==> src/rtl/piso_shift_tx_if.sv <==
`default_nettype none
// ============================================================================
//  Module      : piso_shift_tx_if
//  Description : Handshake / serial bus bundle for the PISO transmit shifter.
//                Groups the parallel load handshake, the direction and enable
//                controls and the serial output side into one interface.
//
//  Parameters  : WIDTH - parallel word width in bits (WIDTH >= 2)
//
//  Signals     : load_data   [WIDTH] parallel word to transmit
//                load_valid  [1]     load_data is valid
//                load_ready  [1]     shifter can accept a word
//                dir         [1]     0 = MSB-first, 1 = LSB-first
//                en          [1]     shift enable, one bit per enabled cycle
//                sout        [1]     registered serial data
//                sout_valid  [1]     sout carries a frame bit
//                done        [1]     one-cycle end-of-frame pulse
//
//  Modports    : master - word producer / serial consumer side
//                slave  - the shifter itself
//
//  Revision    : 1.0 - initial release
// ============================================================================
interface piso_shift_tx_if #(
    parameter int WIDTH = 8
);
    logic [WIDTH-1:0] load_data;
    logic             load_valid;
    logic             load_ready;
    logic             dir;
    logic             en;
    logic             sout;
    logic             sout_valid;
    logic             done;

    modport master (
        output load_data,
        output load_valid,
        output dir,
        output en,
        input  load_ready,
        input  sout,
        input  sout_valid,
        input  done
    );

    modport slave (
        input  load_data,
        input  load_valid,
        input  dir,
        input  en,
        output load_ready,
        output sout,
        output sout_valid,
        output done
    );
endinterface

`default_nettype wire

==> src/rtl/piso_shift_tx.sv <==
`default_nettype none
// ============================================================================
//  Module      : piso_shift_tx
//  Description : Parallel-in serial-out transmit shifter. Accepts a WIDTH-bit
//                word through a valid/ready handshake and emits it one bit per
//                enabled cycle, MSB-first (dir=0) or LSB-first (dir=1). A
//                receiver using the same dir and en timing rebuilds the word.
//
//  Parameters  : WIDTH - data word width in bits, WIDTH >= 2 (default 8)
//
//  Ports       : clk  - rising-edge clock
//                rst  - asynchronous reset, active-high
//                bus  - piso_shift_tx_if.slave:
//                       load_data/load_valid/load_ready : word handshake
//                       dir : bit order, sampled only at accept
//                       en  : shift enable
//                       sout/sout_valid : registered serial output
//                       done : one-cycle pulse after the last bit is consumed
//
//  Build macro : PISO_PARITY_EN - when defined, an even-parity bit (^word) is
//                appended after the data bits, making a frame WIDTH+1 enabled
//                cycles. When undefined the parity state and logic are absent.
//
//  Revision    : 1.0 - initial release
// ============================================================================
module piso_shift_tx #(
    parameter int WIDTH = 8
) (
    input  wire logic          clk,
    input  wire logic          rst,
    piso_shift_tx_if.slave     bus
);

    // ------------------------------------------------------------------------
    // Constants
    // ------------------------------------------------------------------------
    localparam int                 c_CNT_W = $clog2(WIDTH);
    localparam logic [c_CNT_W-1:0] c_LAST  = c_CNT_W'(WIDTH - 1);

    // ------------------------------------------------------------------------
    // State encoding
    // ------------------------------------------------------------------------
    typedef enum logic [1:0] {
        S_IDLE  = 2'd0,
        S_SHIFT = 2'd1
`ifdef PISO_PARITY_EN
        ,
        S_PAR   = 2'd2
`endif
    } state_t;

    // ------------------------------------------------------------------------
    // Registers
    // ------------------------------------------------------------------------
    state_t             r_state;
    logic [WIDTH-1:0]   r_shreg;
    logic [c_CNT_W-1:0] r_cnt;
    logic               r_dir_q;
    logic               r_sout;
    logic               r_sout_valid;
    logic               r_done;
`ifdef PISO_PARITY_EN
    logic               r_par;
`endif

    // ------------------------------------------------------------------------
    // Combinational handshake
    // ------------------------------------------------------------------------
    logic w_load_ready;
    logic w_accept;

    // Ready depends only on state, so an accept is possible in the done
    // cycle (state has already returned to IDLE), giving a one-cycle gap.
    assign w_load_ready = (r_state == S_IDLE);
    assign w_accept     = bus.load_valid & w_load_ready;

    // ------------------------------------------------------------------------
    // Output drive
    // ------------------------------------------------------------------------
    assign bus.load_ready = w_load_ready;
    assign bus.sout       = r_sout;
    assign bus.sout_valid = r_sout_valid;
    assign bus.done       = r_done;

    // ------------------------------------------------------------------------
    // FSM and datapath
    //
    // sout is registered: whenever the shift register changes, the bit that
    // will sit at the output end afterwards is loaded into r_sout in the same
    // edge. That keeps sout equal to shreg[WIDTH-1] (MSB-first) or shreg[0]
    // (LSB-first) throughout SHIFT without a combinational output path.
    // ------------------------------------------------------------------------
    always_ff @(posedge clk or posedge rst) begin
        if (rst) begin
            r_state      <= S_IDLE;
            r_shreg      <= '0;
            r_cnt        <= '0;
            r_dir_q      <= 1'b0;
            r_sout       <= 1'b0;
            r_sout_valid <= 1'b0;
            r_done       <= 1'b0;
`ifdef PISO_PARITY_EN
            r_par        <= 1'b0;
`endif
        end else begin
            // done is a single-cycle pulse unless re-asserted below.
            r_done <= 1'b0;

            case (r_state)
                S_IDLE: begin
                    if (w_accept) begin
                        r_shreg      <= bus.load_data;
                        r_dir_q      <= bus.dir;
                        r_cnt        <= '0;
                        r_state      <= S_SHIFT;
                        r_sout       <= bus.dir ? bus.load_data[0]
                                                : bus.load_data[WIDTH-1];
                        r_sout_valid <= 1'b1;
`ifdef PISO_PARITY_EN
                        r_par        <= ^bus.load_data;
`endif
                    end
                end

                S_SHIFT: begin
                    if (bus.en) begin
                        if (r_cnt == c_LAST) begin
                            // Last data bit consumed.
`ifdef PISO_PARITY_EN
                            r_state      <= S_PAR;
                            r_sout       <= r_par;
`else
                            r_state      <= S_IDLE;
                            r_sout       <= 1'b0;
                            r_sout_valid <= 1'b0;
                            r_done       <= 1'b1;
`endif
                        end else begin
                            // Shift toward the output end; the vacated bit
                            // is zero-filled. The next output bit is the
                            // neighbour of the current one.
                            if (r_dir_q) begin
                                r_shreg <= r_shreg >> 1;
                                r_sout  <= r_shreg[1];
                            end else begin
                                r_shreg <= r_shreg << 1;
                                r_sout  <= r_shreg[WIDTH-2];
                            end
                            r_cnt <= r_cnt + 1'b1;
                        end
                    end
                end

`ifdef PISO_PARITY_EN
                S_PAR: begin
                    if (bus.en) begin
                        r_state      <= S_IDLE;
                        r_sout       <= 1'b0;
                        r_sout_valid <= 1'b0;
                        r_done       <= 1'b1;
                    end
                end
`endif

                default: begin
                    // Unreachable encodings recover to an idle, quiet output.
                    r_state      <= S_IDLE;
                    r_sout       <= 1'b0;
                    r_sout_valid <= 1'b0;
                end
            endcase
        end
    end

endmodule

`default_nettype wire
==> src/flat_wrapper.sv <==
// flat-port wrapper written by rule: the top's interface ports become plain ports
module piso_shift_tx_flat 
#(
    parameter int WIDTH = 8
)
  (clk, rst, bus_load_data, bus_load_valid, bus_dir, bus_en, bus_load_ready, bus_sout, bus_sout_valid, bus_done);
  piso_shift_tx_if #(.WIDTH(WIDTH)) bus_i ();
  input  wire logic clk;
  input  wire logic rst;
  input wire logic [$bits(bus_i.load_data)-1:0] bus_load_data;
  input wire logic [$bits(bus_i.load_valid)-1:0] bus_load_valid;
  input wire logic [$bits(bus_i.dir)-1:0] bus_dir;
  input wire logic [$bits(bus_i.en)-1:0] bus_en;
  output wire logic [$bits(bus_i.load_ready)-1:0] bus_load_ready;
  output wire logic [$bits(bus_i.sout)-1:0] bus_sout;
  output wire logic [$bits(bus_i.sout_valid)-1:0] bus_sout_valid;
  output wire logic [$bits(bus_i.done)-1:0] bus_done;
  assign bus_i.load_data = bus_load_data;
  assign bus_i.load_valid = bus_load_valid;
  assign bus_i.dir = bus_dir;
  assign bus_i.en = bus_en;
  assign bus_load_ready = bus_i.load_ready;
  assign bus_sout = bus_i.sout;
  assign bus_sout_valid = bus_i.sout_valid;
  assign bus_done = bus_i.done;
  piso_shift_tx #(.WIDTH(WIDTH)) u_core (.clk(clk), .rst(rst), .bus(bus_i));
endmodule
==> config.mk <==
export PLATFORM = sky130hd
export DESIGN_NAME = piso_shift_tx_flat
export DESIGN_NICKNAME = d
export VERILOG_FILES = /design/src/rtl/piso_shift_tx_if.sv /design/src/rtl/piso_shift_tx.sv /design/src/flat_wrapper.sv
export SDC_FILE = /design/constraint.sdc
export NUM_CORES = 1
export LEC_CHECK = 0
export ABC_AREA = 1
export CAP_MARGIN = 20
export CORE_UTILIZATION = 50
export DETAILED_ROUTE_END_ITERATION = 10
export MAX_ROUTING_LAYER = met4
export PLACE_DENSITY_LB_ADDON = 0.2
export SKIP_CTS_REPAIR_TIMING = 1
export SLEW_MARGIN = 20
export SYNTH_ARGS = -nofsm -noshare
export SYNTH_HDL_FRONTEND = slang
export SYNTH_SLANG_ARGS = --single-unit
==> constraint.sdc <==
create_clock -name clk -period 1.57 [get_ports clk]
set_input_delay 0.314 -clock clk [delete_from_list [all_inputs] [get_ports clk]]
set_output_delay 0.314 -clock clk [all_outputs]
set_load 0.03 [all_outputs]
# ---- After elaboration in Yosys (flattened, before gate mapping)
# Cells that the tools add are included.
dict set report totals {
  latchBits 0
  ramBits 0
  rom_bits 0
  output_inout_bits 4
  n_memories 0
  ff_bits 17
  elab_cells 47
}
dict set report op_classes {
  n_mux 26
  n_div 0
  bitwise_logic 1
  n_reduce_logical 6
  n_mul 0
  eq_ne 6
  n_lt_le_gt_ge 0
  shifts 0
  add_sub_neg 1
}
# operator count
set ops {}
lappend ops {{two-way mux 8 bit} 4}
lappend ops {{case mux 8 bit (2 select lines)} 1}
lappend ops {{two-way mux 1 bit} 11}
lappend ops {{two-way mux 3 bit} 3}
lappend ops {{two-way mux 2 bit} 3}
lappend ops {{inequality test 2 bit, second input constant} 3}
lappend ops {{case mux 3 bit (2 select lines)} 1}
lappend ops {{case mux 1 bit (2 select lines)} 2}
lappend ops {{case mux 2 bit (2 select lines)} 1}
lappend ops {{AND reduction 2 bit} 2}
lappend ops {{AND reduction 4 bit} 1}
lappend ops {{adder 3 x 1 -> 3 bit, second input constant} 1}
lappend ops {{equality test 3 bit, second input constant} 1}
lappend ops {{AND reduction 3 bit} 1}
lappend ops {{equality test 2 x 1 -> 1 bit, second input constant} 1}
lappend ops {{logical NOT 2 bit} 1}
lappend ops {{inequality test 2 x 1 -> 1 bit, second input constant} 1}
lappend ops {{nonzero test 2 bit} 1}
lappend ops {{AND 1 bit} 1}

# ---- Depth between registers and ports, before layout
# Gate-level depths: netlist (run 1).
dict set report logic_depth {
  ltp_word 4
  ltp_mapped 9
}

# ---- Worst setup path before layout (run 1)
# OpenSTA, ideal clock, no wires.
dict set report synth_path {
  path_type {register to register}
  from {register u_core.r_cnt[0]}
  to {register u_core.r_shreg[7]}
  stages_incl_launch_ff 9
  t_arrival_ns 1.286
  required_time_ns 1.496
  slack_ns 0.210
  cell_sequence {dfrtp_1 > ha_1 > ha_1 > clkinv_1 > nand2_2 > o21ai_2 > buf_6 > nand2_2 > o21ai_2}
}
dict set report synth_via {
  elab_chain_cells 3
}
# element line
set synth_rtl {}
lappend synth_rtl {{start, declared} piso_shift_tx.sv:57} ;# logic [c_CNT_W-1:0] r_cnt;
lappend synth_rtl {{start signal, assigned} piso_shift_tx.sv:149} ;# r_cnt <= r_cnt + 1'b1;
lappend synth_rtl {{equality test 3 bit} piso_shift_tx.sv:127} ;# if (r_cnt == c_LAST) begin
lappend synth_rtl {{inequality test 2 bit (no source line)} -}
lappend synth_rtl {{AND reduction 4 bit (no source line)} -}
lappend synth_rtl {{end signal, assigned} piso_shift_tx.sv:112} ;# r_shreg <= bus.load_data;
lappend synth_rtl {{end signal, assigned} piso_shift_tx.sv:143} ;# r_shreg <= r_shreg >> 1;
lappend synth_rtl {{end signal, assigned} piso_shift_tx.sv:146} ;# r_shreg <= r_shreg << 1;
lappend synth_rtl {{end, declared} piso_shift_tx.sv:56} ;# logic [WIDTH-1:0] r_shreg;
# No other way between the ends.
# A chain may end at the register's enable or synchronous reset.

==> results of run 1 <==
[cells in the final DEF, fill, tap and decap left out]
| cell type | count |
|---|---|
| nor2_1 | 2 |
| clkbuf_1 | 1 |
| dlymetal6s2s_1 | 2 |
| nand3_1 | 9 |
| nand2_4 | 3 |
| clkdlybuf4s50_1 | 12 |
| nand2_1 | 61 |
| inv_2 | 1 |
| clkinv_1 | 1 |
| ha_1 | 2 |
| o21ai_4 | 1 |
| dfrtp_1 | 15 |
| o21ai_2 | 4 |
| nand2_2 | 2 |
| buf_12 | 1 |
| inv_4 | 1 |
| o21ai_0 | 2 |
| buf_4 | 5 |
| o21ai_1 | 1 |
| clkbuf_4 | 3 |
| inv_1 | 16 |
| o22ai_1 | 1 |
[kinds of logic (layout without fill, tap and decap cells)]
group | after synthesis | in the layout | share of synthesized area, %
AO/OA/AOI/OAI | 9 | 9 | 7.967
adder cells (fa/ha/maj) | 2 | 2 | 2.747
buffers and inverters | 23 | 43 | 12.09
flip-flops | 15 | 15 | 41.21
AND/OR/NAND/NOR | 77 | 77 | 35.99
[area by class of cell]
class / instances / area, sq um
Fill cell: 141 / 573.1
Multi-Input combinational cell: 88 / 425.4
Sequential cell: 15 / 375.4
Timing Repair Buffer: 20 / 202.7
Inverter: 19 / 73.82
Tap cell: 25 / 31.28
Clock buffer: 4 / 26.28
[worst register-to-register path, delay by kind of cell (launching register included)]
kind | cells | cell delay, ps
flip-flops | 1 | 390
adder cells (fa/ha/maj) | 2 | 370
buffers and inverters | 2 | 210
AO/OA/AOI/OAI | 1 | 170
AND/OR/NAND/NOR | 3 | 170
[stage by stage]
step	cell area, sq um	hold WS (ps)	std cells	setup TNS [ps]
floorplan	910.9	215.5	126	0
global placement	1101	458.7	167	0
detailed placement	1101	464.6	167	0
CTS	1127	330.7	171	-78.80
global route	1135	338.5	171	0
finish	1135	323.8	171	0
[sequential cells by signal, summed over array words and instances, names as in the netlist]
register               flops
u_core.r_cnt               3
u_core.r_shreg             8
u_core.bus.sout_valid      1
u_core.bus.sout            1
u_core.bus.done            1
u_core.r_dir_q             1
[layer usage]
layer | routed length, microns | global-route usage, %
met1 | 864 | 28.75
met2 | 777 | 32.35
met3 | 55 | 3.673
met4 | 13 | 5.455
met5 | 0 | -
[power by group through the flow]
stage	sequential (mW)	clock, mW	combinational, mW
floorplan	0.651	0	0.690
global placement	0.667	0	0.863
detailed placement	0.676	0	0.879
CTS	0.668	0.230	0.883
global route	0.687	0.250	1.03
finish	0.668	0.225	0.873
[worst paths after layout]
path                                                   start                             to  slack [ps]  cells after the start
max in group asynchronous                                rst  u_core.r_shreg[6]$_DFFE_PP0P_        1070                      3
min reg2reg                    u_core.r_shreg[4]$_DFFE_PP0P_  u_core.r_shreg[4]$_DFFE_PP0P_         490                      2
min in group clk               u_core.r_shreg[4]$_DFFE_PP0P_  u_core.r_shreg[4]$_DFFE_PP0P_         490                      2
max                        u_core.bus.sout_valid$_DFFE_PP0P_                 bus_load_ready          80                      2
min                                                      rst  u_core.r_shreg[7]$_DFFE_PP0P_         320                      3
max reg2reg                      u_core.r_cnt[0]$_DFFE_PP0P_  u_core.r_shreg[2]$_DFFE_PP0P_         200                      8
==> key figures, run 1 <==
Run status
  • Status: complete, no violations

Yosys
  • Post-synth EDFFs: 0
  • Sequential share of the synthesized area: 41.21%
  • Cell taking the most area after synthesis: dfrtp_1
  • Average size of a mapped cell: 7.229 sq um
  • Post-Syn Area: 910.9 sq um
  • Yosys Warn Count: 0
  • Cells after Synth: roughly 130
  • Fraction of registers with async set/reset: 100.0%
  • Synthesized Nets: around 140
  • Synth top area cells: dfrtp_1, nand2_1, inv_1
  • Top-area cell type share of the netlist area: 41.21%
  • FF+latch count, synth: 15
  • Synth cell count leaders: nand2_1, inv_1, dfrtp_1
  • Count leader, synth: nand2_1
  • Synth cell types: 17
  • Ys flop type: dfrtp_1

Setup path
  • CP delay by family, top: flip-flops
  • Worst Setup End Kind: output port
  • WP data arrival: 1180 ps
  • Crit path max fanout: 12
  • CP required: 1260 ps
  • Nature of the critical path startpoint: register
  • WP buf/inv: 2
  • Slowest cell delay on critical path: 500 ps
  • CP cell instances: inv_4 -> buf_4
  • CP Class: register to output port
  • CP max-delay cell: dfrtp_1

Global route
  • Global route total overflow: 0
  • Initial antenna violation count: 0
  • Global-route wire length before repair: 3029 microns
  • Vias in the first global route: 701
  • Largest net degree at the start of global routing: 16
  • Global-route usage over all layers: between 20% and 30%

Clock tree
  • H-tree depth: 1
  • CTS Buf Count: 3
  • CTS tree: done
  • CTS Root Cell: clkbuf_4
  • Reg clk slew, reported paths: 100 ps
  • Clk buf depth: 2
  • Clk_lat worst skew: 280 ps
  • # clock sinks: 15

Run
  • Max cap viols: 0

STA
  • Rel. slew slack: 78.38%
  • RSZ-0062 raised after global routing: no
  • F_max: 0.6715 GHz
  • Period utilization: 94.86%
  • Final Hold Fails: 0
  • Max Slew Vio Count: 0
  • Minimum clock period: 1489 ps
  • Clock Skews: 6.952 ps
  • Final worst setup slack: 80.70 ps
  • Slew at the pin with the worst max-slew slack: between 300 and 400 ps
  • Final Setup Violations: 0

Cells and area
  • Post-Route Utilization: between 60% and 70%
  • Layout cells sized above 1: roughly 14%
  • Number of diodes: 0
  • Area Overhead vs Synth: 24.59%
  • Final net count: around 160

Detailed routing
  • Post-route DRC: 0
  • WL/cell: 10.01 microns
  • Post-DRT Antenna Nets: 0
  • Via/cell ratio: 4.480
  • 1st-iter DRT viols: 19
  • Routed Wire Length: between 1500 and 2000 microns
  • TritonRoute pass-1 iters: 4
  • Via Count: 766

Floorplan
  • Top Ports: 17
  • Die X-Extent: 44.68 microns
  • Total core area: 0.001708 sq mm
  • Rows: 15
  • Die footprint: around 0.0020 sq mm
  • Die Ht: 44.68 microns
  • Starting density of the core: around 53%

Placed design
  • Routability congestion estimate: about 0.85
  • Pre-CTS setup slack: between 100 and 150 ps
  • HPWL Detailed: 1234 microns
  • Port Buffers: 16

Power
  • Sw power: 759.9 uW
  • Total Power: 1.766 mW
  • Power per cell area: ~1600 mW/mm^2
  • Pint: 1.006 mW
  • Power share of the combinational group: between 40% and 50%
  • Switch share: 43.04%
  • Clock group share of total power: 12.8%
  • Sequential share of power: 37.8%
  • Peak VDD IR: ~0.96 mV
  • Leakage Power: roughly 0.65 nW

Hold path
  • HP Class: primary input to asynchronous set/reset pin
No activity file was read; power rests on OpenSTA's default activity.
==> run 2, diff against run 1 <==
CORE_UTILIZATION = 40   (was 50)
SETUP_SLACK_MARGIN = 0.5   (was default)
==> run 2 against run 1 <==
Maximum frequency rose by 9.2%. Sequential share of layout area fell by 3.4 points. Largest power group unchanged. Setup slack improved by 130 ps. Cell count rose by 6.4%.
==> key figures, run 2 (synthesized netlist as in run 1, its figures left out) <==
STA
  • Slew at the pin with the worst max-slew slack: 341.3 ps
  • Clock Skews: 4.975 ps
  • Minimum clock period: 1364 ps
  • Max Slew Vio Count: 0
  • Final worst setup slack: 205.9 ps
  • RSZ-0062 raised after global routing: yes
  • Final TNS setup: 0 ps
  • Period utilization: 86.88%
  • Final Hold Fails: 0
  • Final Setup Violations: 0
  • Rel. slew slack: 77.25%
  • F_max: 0.7331 GHz

Setup path
  • R2r startpoint: u_core.r_cnt[0]$_DFFE_PP0P_
  • Crit path max fanout: 6
  • Worst Setup End Kind: register
  • WP data arrival: between 1500 and 2000 ps
  • Critical R2R Capture: u_core.r_shreg[0]$_DFFE_PP0P_
  • CP required: approximately 1800 ps
  • CP max-delay cell: dfrtp_1
  • CP cell instances: ha_2 -> ha_4 -> clkinv_4 -> nand2_4 -> o21ai_4 -> buf_6 -> nand2_1 -> o21ai_2
  • CP Class: register to register
  • Slowest cell delay on critical path: 390 ps
  • R2R cell count: 8
  • Nature of the critical path startpoint: register
  • Flop-to-flop setup slack: 210 ps

Power
  • Leakage Power: 0.6755 nW
  • Total Power: 1.928 mW
  • Power per cell area: 1521 mW/mm^2
  • Peak VDD IR: 1.138 mV

Clock tree
  • H-tree depth: 1
  • CTS Root Cell: clkbuf_4
  • Clk_lat worst skew: 280 ps
  • Clk buf depth: 2
  • CTS Buf Count: 3
  • Reg clk slew, reported paths: 90 ps
  • # clock sinks: 15
  • CTS tree: done

Global route
  • Global-route usage over all layers: ~17%
  • Global-route wire length before repair: 3098 microns
  • Largest net degree at the start of global routing: 16
  • Global route total overflow: 0
  • Vias in the first global route: between 700 and 800
  • Initial antenna violation count: 0

Cells and area
  • Max reg flops: 8
  • Final net count: 171
  • Most frequent cells in the layout: nand2_1, inv_1, dfrtp_1, clkdlybuf4s50_1, buf_4
  • Largest register by flop count: u_core.r_shreg
  • Filler instances: 190
  • Leading cell type in the layout, fill and taps excluded: nand2_1
  • Registers with the most flip-flops: u_core.r_shreg x8, u_core.r_cnt x3
  • Area Overhead vs Synth: 39.15%
  • Number of diodes: 0
  • Final Instance Area: ~0.0013 sq mm
  • Post-Route Utilization: 62.07%
  • Layout cells sized above 1: 23.23%

Detailed routing
  • Post-route DRC: 0
  • WL/cell: 10.50 microns
  • Via Count: about 820
  • TritonRoute pass-1 iters: 4
  • Routed Wire Length: 1911 microns
  • Via/cell ratio: 4.516
  • 1st-iter DRT viols: 22
  • Post-DRT Antenna Nets: 0

Floorplan
  • Die X-Extent: 49.72 microns
  • Die Ht: 49.72 microns
  • Die footprint: 0.002472 sq mm
  • Starting density of the core: 44.61%
  • Rows: 16
  • Total core area: a little over 0.002 sq mm
  • Top Ports: 17

Placed design
  • Placement Cell Area: 0.001120 sq mm
  • Routability congestion estimate: approximately 0.84
  • Port Buffers: 16
  • HPWL Detailed: 1272 microns
  • Pre-CTS setup slack: 146.4 ps

Run
  • Max cap viols: 0

Run status
  • Status: complete, no violations

Hold path
  • HP Class: primary input to asynchronous set/reset pin
## run 2: metal layers
layer | track usage, % | vias to the layer above | share of wire, %
met5 | - | - | 0
met4 | 5.714 | 0 | 0.47
met3 | 3.086 | 2 | 3.1
met2 | 24.32 | 10 | 46
met1 | 23.36 | 373 | 51
li1 | - | 437 | -
## run 2: how the worst max path moves through the flow
| stage | from | endpoint | slack [ps] |
|---|---|---|---|
| after floorplan | u_core.r_cnt[1]$_DFFE_PP0P_ | u_core.r_shreg[7]$_DFFE_PP0P_ | 280 |
| after global placement | bus_en | u_core.r_shreg[0]$_DFFE_PP0P_ | 160 |
| after detailed placement | bus_en | u_core.r_shreg[0]$_DFFE_PP0P_ | 150 |
| after CTS | u_core.bus.sout_valid$_DFFE_PP0P_ | bus_sout_valid | -150 |
| after global routing | u_core.r_cnt[0]$_DFFE_PP0P_ | u_core.r_shreg[7]$_DFFE_PP0P_ | 150 |
| final | u_core.r_cnt[0]$_DFFE_PP0P_ | u_core.r_shreg[0]$_DFFE_PP0P_ | 210 |
## run 2: power by group
part           internal [mW]  leakage (nW)  switching, mW
clock                 0.0984        0.0150          0.120
combinational          0.466         0.473          0.571
sequential             0.546         0.188          0.127
total                   1.11         0.676          0.818
## run 2: critical path: cells and delay by family, from the launching register on
family | cells | cell delay (ps)
AOI/OAI and AO/OA | 2 | 210
and+or+nand+nor | 2 | 120
DFF | 1 | 390
buffers and inverters | 2 | 210
adders and majority gates | 2 | 360
## run 2: through the flow
step           cells  hold WS, ps
2_1_floorplan    126        215.4
3_5_place_dp     169        464.9
6_report         182        320.3
3_3_place_gp     169        463.4
5_1_grt          182        355.5
4_1_cts          173        322.2
## run 2: layout make-up
| cell class | instances | area (sq um) | area share, % |
|---|---|---|---|
| inverter | 19 | 88.84 | 7.009 |
| timing repair buffer | 29 | 282.8 | 22.31 |
| tap | 27 | 33.78 | 2.665 |
| multi-input combinational | 88 | 459.2 | 36.23 |
| sequential | 15 | 376.6 | 29.71 |
| clock buffer | 4 | 26.28 | 2.073 |
==> run 3, diff against run 2 <==
PLACE_DENSITY_LB_ADDON = default   (was 0.2)
==> run 3 against run 2 <==
Cell count decreased by 1.6%. Critical endpoint unchanged. Die area unchanged. Largest cell class unchanged. Combinational power about the same. Worst hold slack got worse by 72 ps. Count of clock-buffer cells in the layout unchanged. Wire length increased by 4.2%. Critical path type unchanged. Critical path depth unchanged. Global-route usage increased by 1.6 points.
==> key figures, run 3 (synthesized netlist as in run 1, its figures left out) <==
Clock tree
  • Reg clk slew, reported paths: approximately 90 ps
  • # clock sinks: 15
  • H-tree depth: 1
  • CTS tree: done
  • Clk buf depth: 2
  • CTS Buf Count: 3
  • CTS Root Cell: clkbuf_4
  • Clk_lat worst skew: roughly 280 ps

Run status
  • Status: complete, no violations

Placed design
  • Routability congestion estimate: 0.7928
  • Port Buffers: 16
  • Pre-CTS setup slack: 137.8 ps
  • HPWL Detailed: 1447 microns
  • Placed cell count: 170
  • Placement Cell Area: roughly 0.0011 sq mm

Power
  • Total Power: 1.930 mW
  • Peak VDD IR: 0.8959 mV
  • Sequential share of power: 35.3%
  • Leakage Power: 0.6777 nW
  • Pint: around 1.1 mW
  • Switch share: 42.69%
  • Sw power: 823.9 uW
  • Power per cell area: between 1500 and 2000 mW/mm^2
  • Power share of the combinational group: 53.3%
  • Clock group share of total power: 11.4%

Cells and area
  • Leading cell type in the layout, fill and taps excluded: nand2_1
  • Layout cells sized above 1: between 20% and 30%
  • Most frequent cells in the layout: nand2_1, inv_1, dfrtp_1, clkdlybuf4s50_1
  • Final Instance Area: roughly 0.0013 sq mm
  • Area Overhead vs Synth: 37.77%
  • Largest register by flop count: u_core.r_shreg
  • Final net count: 168
  • Registers with the most flip-flops: u_core.r_shreg x8, u_core.r_cnt x3
  • Number of diodes: 0
  • Max reg flops: 8
  • Post-Layout Cell Count: 179

Detailed routing
  • Post-route DRC: 0
  • Routed Wire Length: 1991 microns
  • Via/cell ratio: 4.547
  • 1st-iter DRT viols: 10
  • TritonRoute pass-1 iters: 4
  • Post-DRT Antenna Nets: 0
  • WL/cell: 11.12 microns
  • Via Count: around 810

STA
  • F_max: 0.7337 GHz
  • Final Hold Fails: 0
  • Rel. slew slack: 76.98%
  • Minimum clock period: roughly 1400 ps
  • Final worst setup slack: 207.0 ps
  • Slew at the pin with the worst max-slew slack: around 350 ps
  • Clock Skews: about 1.5 ps
  • Max Slew Vio Count: 0
  • Final Setup Violations: 0
  • Period utilization: 86.82%
  • RSZ-0062 raised after global routing: yes
  • Final TNS setup: 0 ps

Floorplan
  • Die Ht: 49.72 microns
  • Die footprint: 0.002472 sq mm
  • Die X-Extent: 49.72 microns
  • Top Ports: 17
  • Total core area: about 0.002 sq mm
  • Starting density of the core: between 40% and 50%
  • Rows: 16

Setup path
  • Worst Setup End Kind: register
  • WP data arrival: around 1600 ps
  • CP required: 1790 ps
  • CP Class: register to register
  • Nature of the critical path startpoint: register
  • Crit path max fanout: 11

Global route
  • Largest net degree at the start of global routing: 13
  • Global-route wire length before repair: 3215 microns
  • Global route total overflow: 0
  • Global-route usage over all layers: 18.35%
  • Initial antenna violation count: 0
  • Vias in the first global route: 760

Run
  • Max cap viols: 0

Hold path
  • HP Class: primary input to asynchronous set/reset pin
[run 3: cell types whose count changed in the layout (fill, tap and decap cells not counted), sizes merged]
cell  before  now
buf       16   13
[run 3: path summary, 6_finish.rpt]
kind / from / to / slack [ps] / cells after the start
hold reg to reg: u_core.r_shreg[2]$_DFFE_PP0P_ / u_core.r_shreg[2]$_DFFE_PP0P_ / 490 / 2
setup reg to reg: u_core.r_cnt[0]$_DFFE_PP0P_ / u_core.r_shreg[0]$_DFFE_PP0P_ / 210 / 8
setup / recovery: u_core.r_cnt[0]$_DFFE_PP0P_ / u_core.r_shreg[0]$_DFFE_PP0P_ / 210 / 8
hold / removal: rst / u_core.r_shreg[2]$_DFFE_PP0P_ / 250 / 2
max in group asynchronous: rst / u_core.r_cnt[0]$_DFFE_PP0P_ / 950 / 3
min in group clk: u_core.r_shreg[2]$_DFFE_PP0P_ / u_core.r_shreg[2]$_DFFE_PP0P_ / 490 / 2
[run 3: routing by layer]
metal,part of all wire [%],track usage [%]
met1,45,22.26
met2,49,28.38
met3,3.4,3.704
met4,1.6,10.00
met5,0,-
[run 3: metrics by stage]
| step | hold slack, ps | util (%) |
|---|---|---|
| floorplan | 215.4 | - |
| global placement | 463.7 | 55.82 |
| detailed placement | 469.1 | 55.82 |
| CTS | 237.4 | 57.11 |
| global route | 270.0 | 61.46 |
| finish | 248.6 | 61.46 |
[run 3: area by class of cell]
class / count / area, sq um
fillers: 205 / 787.0
multi-input cells: 88 / 462.9
flip-flops and latches: 15 / 376.6
repair buffers: 26 / 266.5
inverters: 19 / 88.84
well taps: 27 / 33.78
clock buffers: 4 / 26.28
[run 3: worst max-delay path: stages (launching register included)]
cell and delay (ps):
dfrtp_1 420, ha_4 180, ha_4 160, clkinv_4 60, nand2_4 60, o21ai_4 160, buf_12 150, nand2_1 60
o21ai_2 50
[run 3: power groups by stage]
stage	combinational (mW)	sequential (mW)	clock (mW)
after floorplan	0.723	0.659	0
after global placement	0.920	0.667	0
after detailed placement	0.945	0.674	0
after CTS	0.948	0.666	0.238
after global routing	1.20	0.702	0.256
final	1.03	0.682	0.220
